$ cat src/rtl/i2s_tx_sequencer.sv
// -----------------------------------------------------------------------------
// i2s_tx_sequencer
// Frame-level controller for a 24-bit, two-channel I2S transmit encoder.
// It divides the system clock down to BCLK, derives LRCLK from a bit counter,
// and once per frame grants one stereo source. src1 (sidetone) has priority
// over src0 (receiver audio). The granted pair is held on the outputs for the
// whole frame. Frames with no valid source are counted as underruns.
//
// Build option: define I2S_SEQ_UNDERRUN_HOLD_EN to repeat the previous pair on
// an underrun frame. By default an underrun frame outputs silence (zeros).
//
// Ports:
//   clock, nreset          system clock, asynchronous active-low reset
//   enable                 run sequencer; low forces the clock generators idle
//   src0_left/right/valid  receiver audio pair and its valid flag
//   src0_ready             one-cycle take strobe to src0
//   src1_left/right/valid  sidetone pair and its valid flag
//   src1_ready             one-cycle take strobe to src1
//   BCLK, LRCLK            bit clock and word select (low = left slot)
//   left_sample/right_sample  pair to encoder, stable for a whole frame
//   src_sel                source of the current pair (0 = src0, 1 = src1)
//   frame_start            one-cycle pulse in the cycle LRCLK falls
//   underrun_count         saturating count of frames with no source valid
// -----------------------------------------------------------------------------
module i2s_tx_sequencer #(
   parameter int unsigned CLK_DIV   = 20,
   parameter int unsigned SLOT_BITS = 32
) (
   input  logic        clock,
   input  logic        nreset,
   input  logic        enable,
   input  logic [23:0] src0_left,
   input  logic [23:0] src0_right,
   input  logic        src0_valid,
   output logic        src0_ready,
   input  logic [23:0] src1_left,
   input  logic [23:0] src1_right,
   input  logic        src1_valid,
   output logic        src1_ready,
   output logic        BCLK,
   output logic        LRCLK,
   output logic [23:0] left_sample,
   output logic [23:0] right_sample,
   output logic        src_sel,
   output logic        frame_start,
   output logic [7:0]  underrun_count
);

   localparam int unsigned FRAME_BITS = 2 * SLOT_BITS;
   localparam int unsigned DIV_W      = $clog2(CLK_DIV);
   localparam int unsigned BIT_W      = $clog2(FRAME_BITS);

   localparam logic [DIV_W-1:0] DIV_LAST = DIV_W'(CLK_DIV - 1);
   localparam logic [BIT_W-1:0] BIT_LAST = BIT_W'(FRAME_BITS - 1);
   localparam logic [BIT_W-1:0] BIT_SLOT = BIT_W'(SLOT_BITS);

   logic [DIV_W-1:0] r_div_cnt,  w_div_nxt;
   logic [BIT_W-1:0] r_bit_cnt,  w_bit_nxt;
   logic             r_bclk,     w_bclk_nxt;
   logic             r_lrclk,    w_lrclk_nxt;
   logic [23:0]      r_left,     w_left_nxt;
   logic [23:0]      r_right,    w_right_nxt;
   logic             r_src_sel,  w_src_sel_nxt;
   logic [7:0]       r_underrun, w_underrun_nxt;

   logic             w_div_wrap;
   logic [BIT_W-1:0] w_bit_inc;
   logic             w_boundary;
   logic             w_take0;
   logic             w_take1;
   logic             w_underrun;

   assign w_div_wrap = (r_div_cnt == DIV_LAST);
   assign w_bit_inc  = (r_bit_cnt == BIT_LAST) ? '0 : r_bit_cnt + BIT_W'(1);

   // The boundary is the BCLK falling toggle that wraps bit_cnt to 0. Valids are
   // only looked at here, and the grant lands on this same clock edge.
   assign w_boundary = enable && w_div_wrap && r_bclk && (r_bit_cnt == BIT_LAST);
   assign w_take1    = w_boundary && src1_valid;
   assign w_take0    = w_boundary && !src1_valid && src0_valid;
   assign w_underrun = w_boundary && !src1_valid && !src0_valid;

   always_comb begin
      w_div_nxt      = r_div_cnt;
      w_bit_nxt      = r_bit_cnt;
      w_bclk_nxt     = r_bclk;
      w_lrclk_nxt    = r_lrclk;
      w_left_nxt     = r_left;
      w_right_nxt    = r_right;
      w_src_sel_nxt  = r_src_sel;
      w_underrun_nxt = r_underrun;

      if (!enable) begin
         w_div_nxt   = '0;
         w_bit_nxt   = BIT_LAST;
         w_bclk_nxt  = 1'b0;
         w_lrclk_nxt = 1'b1;
      end else begin
         w_div_nxt = w_div_wrap ? '0 : r_div_cnt + DIV_W'(1);
         if (w_div_wrap) begin
            w_bclk_nxt = ~r_bclk;
            // LRCLK only moves together with a falling BCLK
            if (r_bclk) begin
               w_bit_nxt   = w_bit_inc;
               w_lrclk_nxt = (w_bit_inc >= BIT_SLOT);
            end
         end
      end

      if (w_take1) begin
         w_left_nxt    = src1_left;
         w_right_nxt   = src1_right;
         w_src_sel_nxt = 1'b1;
      end else if (w_take0) begin
         w_left_nxt    = src0_left;
         w_right_nxt   = src0_right;
         w_src_sel_nxt = 1'b0;
      end else if (w_underrun) begin
`ifdef I2S_SEQ_UNDERRUN_HOLD_EN
         w_left_nxt  = r_left;
         w_right_nxt = r_right;
`else
         w_left_nxt  = 24'h000000;
         w_right_nxt = 24'h000000;
`endif
         if (r_underrun != 8'hFF) begin
            w_underrun_nxt = r_underrun + 8'd1;
         end
      end
   end

   always_ff @(posedge clock or negedge nreset) begin
      if (!nreset) begin
         r_div_cnt  <= '0;
         r_bit_cnt  <= BIT_LAST;
         r_bclk     <= 1'b0;
         r_lrclk    <= 1'b1;
         r_left     <= 24'h000000;
         r_right    <= 24'h000000;
         r_src_sel  <= 1'b0;
         r_underrun <= 8'd0;
      end else begin
         r_div_cnt  <= w_div_nxt;
         r_bit_cnt  <= w_bit_nxt;
         r_bclk     <= w_bclk_nxt;
         r_lrclk    <= w_lrclk_nxt;
         r_left     <= w_left_nxt;
         r_right    <= w_right_nxt;
         r_src_sel  <= w_src_sel_nxt;
         r_underrun <= w_underrun_nxt;
      end
   end

   assign src0_ready     = w_take0;
   assign src1_ready     = w_take1;
   assign frame_start    = w_boundary;
   assign BCLK           = r_bclk;
   assign LRCLK          = r_lrclk;
   assign left_sample    = r_left;
   assign right_sample   = r_right;
   assign src_sel        = r_src_sel;
   assign underrun_count = r_underrun;

endmodule

$ cat config.mk
export PLATFORM = sky130hd
export DESIGN_NAME = i2s_tx_sequencer
export DESIGN_NICKNAME = d
export VERILOG_FILES = /design/src/rtl/i2s_tx_sequencer.sv
export SDC_FILE = /design/constraint.sdc
export NUM_CORES = 1
export LEC_CHECK = 0
export BUFFER_PORTS_ARGS = -buffer_cell sky130_fd_sc_hd__buf_2
export CAP_MARGIN = 20
export CORE_MARGIN = 5
export CORE_UTILIZATION = 41
export CTS_CLUSTER_SIZE = 16
export DETAILED_ROUTE_END_ITERATION = 7
export GPL_TIMING_DRIVEN = 0
export PLACE_DENSITY = 0.76
export RECOVER_POWER = 100
export SLEW_MARGIN = 0
export SYNTH_ARGS = -nofsm -noshare
export SYNTH_HDL_FRONTEND = slang
export SYNTH_SLANG_ARGS = --single-unit
$ cat constraint.sdc
create_clock -name clock -period 2 [get_ports clock]
set_input_delay 0.3 -clock clock [delete_from_list [all_inputs] [get_ports clock]]
set_output_delay 0.3 -clock clock [all_outputs]
set_load 0.03 [all_outputs]
==> results.cfg <==
[final_layout]
final_cell_area_mm2 = 0.00456
post-route-util = 0.594
layout_common_cells = buf_2 (100), clkbuf_1 (73), dfrtp_1 (63), nor2_1 (52), a21oi_1 (50)
layout_commonest_cell = buf_2
multi_input_area_mm2 = 0.00141
area_growth_pct = 42.0
layoutNonFillerInstCount = 623
diodes = 0
fillers = 709
drive_gt1_frac = 0.315
final_nets = 620
seq_area_mm2 = 0.00176

[synthesis]
yosysSeqAreaShare = 0.548
synth_cells = 323
synth_top_area_share = 0.490
synth_area_leaders = dfrtp_1 (49%), a22oi_1 (11%), a21oi_1 (7.8%)
synth.largest_area_cell = dfrtp_1
syn_nets = 427
syn_avg_cell_area_um2 = 9.95
synth_seq_cells = 70
netlist_area_mm2 = 0.00321
yosysWarnings = 0
synth_cell_types = 34

[grt]
grt_pass1_vias = 3221
grt_max_degree = 71
grt.overflow.total = 0
antenna_found_initial = 0
grtUsageTotal = 0.203
grt_first_pass_wirelength_mm = 15.9

[place]
io_buffers = 161
place_congestion = 0.916
hpwl_mm = 7.15
placed_cell_area_mm2 = 0.00416
dp.cells = 586
dp_slack_ns = -0.640

[die]
core_mm2 = 0.00769
die-area_mm2 = 0.00971
placementRows = 32
die_h_um = 98.5
num_io_pins = 163
die_w_um = 98.5
initial_utilization = 0.418

[clocking]
cts.sinks = 70
clk_pin_slew_ns = 0.08
clock_path_buffers = 2
cts_tree = yes
clkLatencyLatePin_ns = 0.34
root_buffer = clkbuf_8
cts_made_buffers = 9
cts_max_level = 3

[sta]
fin_crit_ns = 2.24
fmax_ghz = 0.446
hold_viol = 0
finalWorstSetupSlack_ns = -0.240
setup_viol = 4
whs_ns = 0.264
drv_slew = 71
rsz0062_at_grt = yes
worst_pin_slew_ns = 1.72
fin_tns_setup_ns = -0.571
maxSlewHeadroom = -0.147
worst_clock_skew_ns = 0.0157
timing.final.crit_share = 1.12

[detailed_routing]
detail-route-antenna-nets = 0
drtIter0Drc = 115
first_pass_iters = 4
drt-total-wl_mm = 10.1
post_drt_wl_per_cell_um = 16.1
vias = 3236
vias_per_cell = 5.19
drc = 0

[power_and_ir_drop]
vdd_drop_max_mv = 0.420
power_mw = 2.99
powerDensity_mw_per_mm2 = 655
p_leak_nw = 2.19

[critical_path]
path_class = reg2out
critPathArrivalTime_ns = 1.94
cp_max_fo = 3
startpoint_type = flop
worstPathRequired_ns = 1.70
cp-end-kind = output pin

[run_status]
violations = capacitance limit, slew limit, setup timing
status = complete, but fails checks

[worst_hold_path]
hp-class = in2reg

[job]
cap_violations = 1
[registers in the layout, indices dropped and copies added, names as in the netlist]
name / flops
BCLK: 1
LRCLK: 1
left_sample: 24
r_bit_cnt: 6
r_div_cnt: 5
right_sample: 24
src_sel: 1
underrun_count: 8
[synth_stat cells (all sizes together)]
cell type,instances
xnor2,10
nor2,53
nand3,11
dfrtp,63
ha,3
clkbuf,17
nand4b,1
a21o,1
o311ai,1
mux2,1
a21boi,1
a311o,1
a211oi,1
mux2i,1
and4,1
inv,1
o211ai,1
and2,4
a22oi,48
a32oi,1
nand2,11
nand4bb,2
nor3,3
buf,6
and3,2
nand4,2
nand2b,3
nor2b,4
dfstp,7
nand3b,1
or3,2
nor4,2
a21oi,50
o21ai,7
[metal layers]
layer,global-route usage,share of wire
met1,0.259,0.41
met2,0.342,0.50
met3,0.0566,0.089
met4,0.0536,0.0064
met5,0,0
[final cells by class]
class                           instances  share of cell area
Buffer                                 22              0.0255
Clock buffer                           11              0.0332
Clock inverter                          5              0.0178
Inverter                                1            0.000822
Multi-Input combinational cell        229               0.308
Sequential cell                        70               0.386
Tap cell                              102              0.0280
Timing Repair Buffer                  183               0.201
[power by group]
part,total [mW],switching [mW],internal [mW]
Sequential,1.42,0.00325,1.42
Combinational,0.250,0.130,0.120
Clock,1.31,0.544,0.771
Total,2.99,0.677,2.31
[path summary, 6_finish.rpt]
| kind | start | to | slack, ns | cells past startpoint |
|---|---|---|---|---|
| worst max-delay path | r_bit_cnt[0] | src0_ready | -0.24 | 8 |
| worst min-delay path | enable | r_div_cnt[2] | 0.26 | 2 |
| worst min register to register | src_sel | src_sel | 0.49 | 1 |
| worst max register to register | r_div_cnt[1] | underrun_count[6] | 0 | 8 |
| max in group asynchronous | nreset | left_sample[18] | 0.57 | 1 |
| min in group asynchronous | nreset | r_div_cnt[4] | 0.40 | 1 |
[critical path, cell delays in order (launching register included)]
cell and delay, ns:
dfstp_2 0.56, ha_4 0.15, nand2_4 0.06, nor4_4 0.25, buf_4 0.18, buf_8 0.11
nand2_4 0.06, nor2_4 0.08, buf_6 0.14
[cell families after synthesis]
family	synth area share
AOI/OAI and AO/OA	0.219
and+or+nand+nor	0.158
DFF	0.548
buffers and inverters	0.0304
xor gates and xnor gates	0.0272
adders and majority gates	0.0117
muxes	0.00662
[timing repair]
item                                    CTS  global route
cloned                                    0             0
resized for setup                        29            10
pin swaps                                 3             4
endpoints found under the setup margin   53            37
hold buffers                              0             0
setup buffers                            13            10
(Power assumes the default switching activity.)
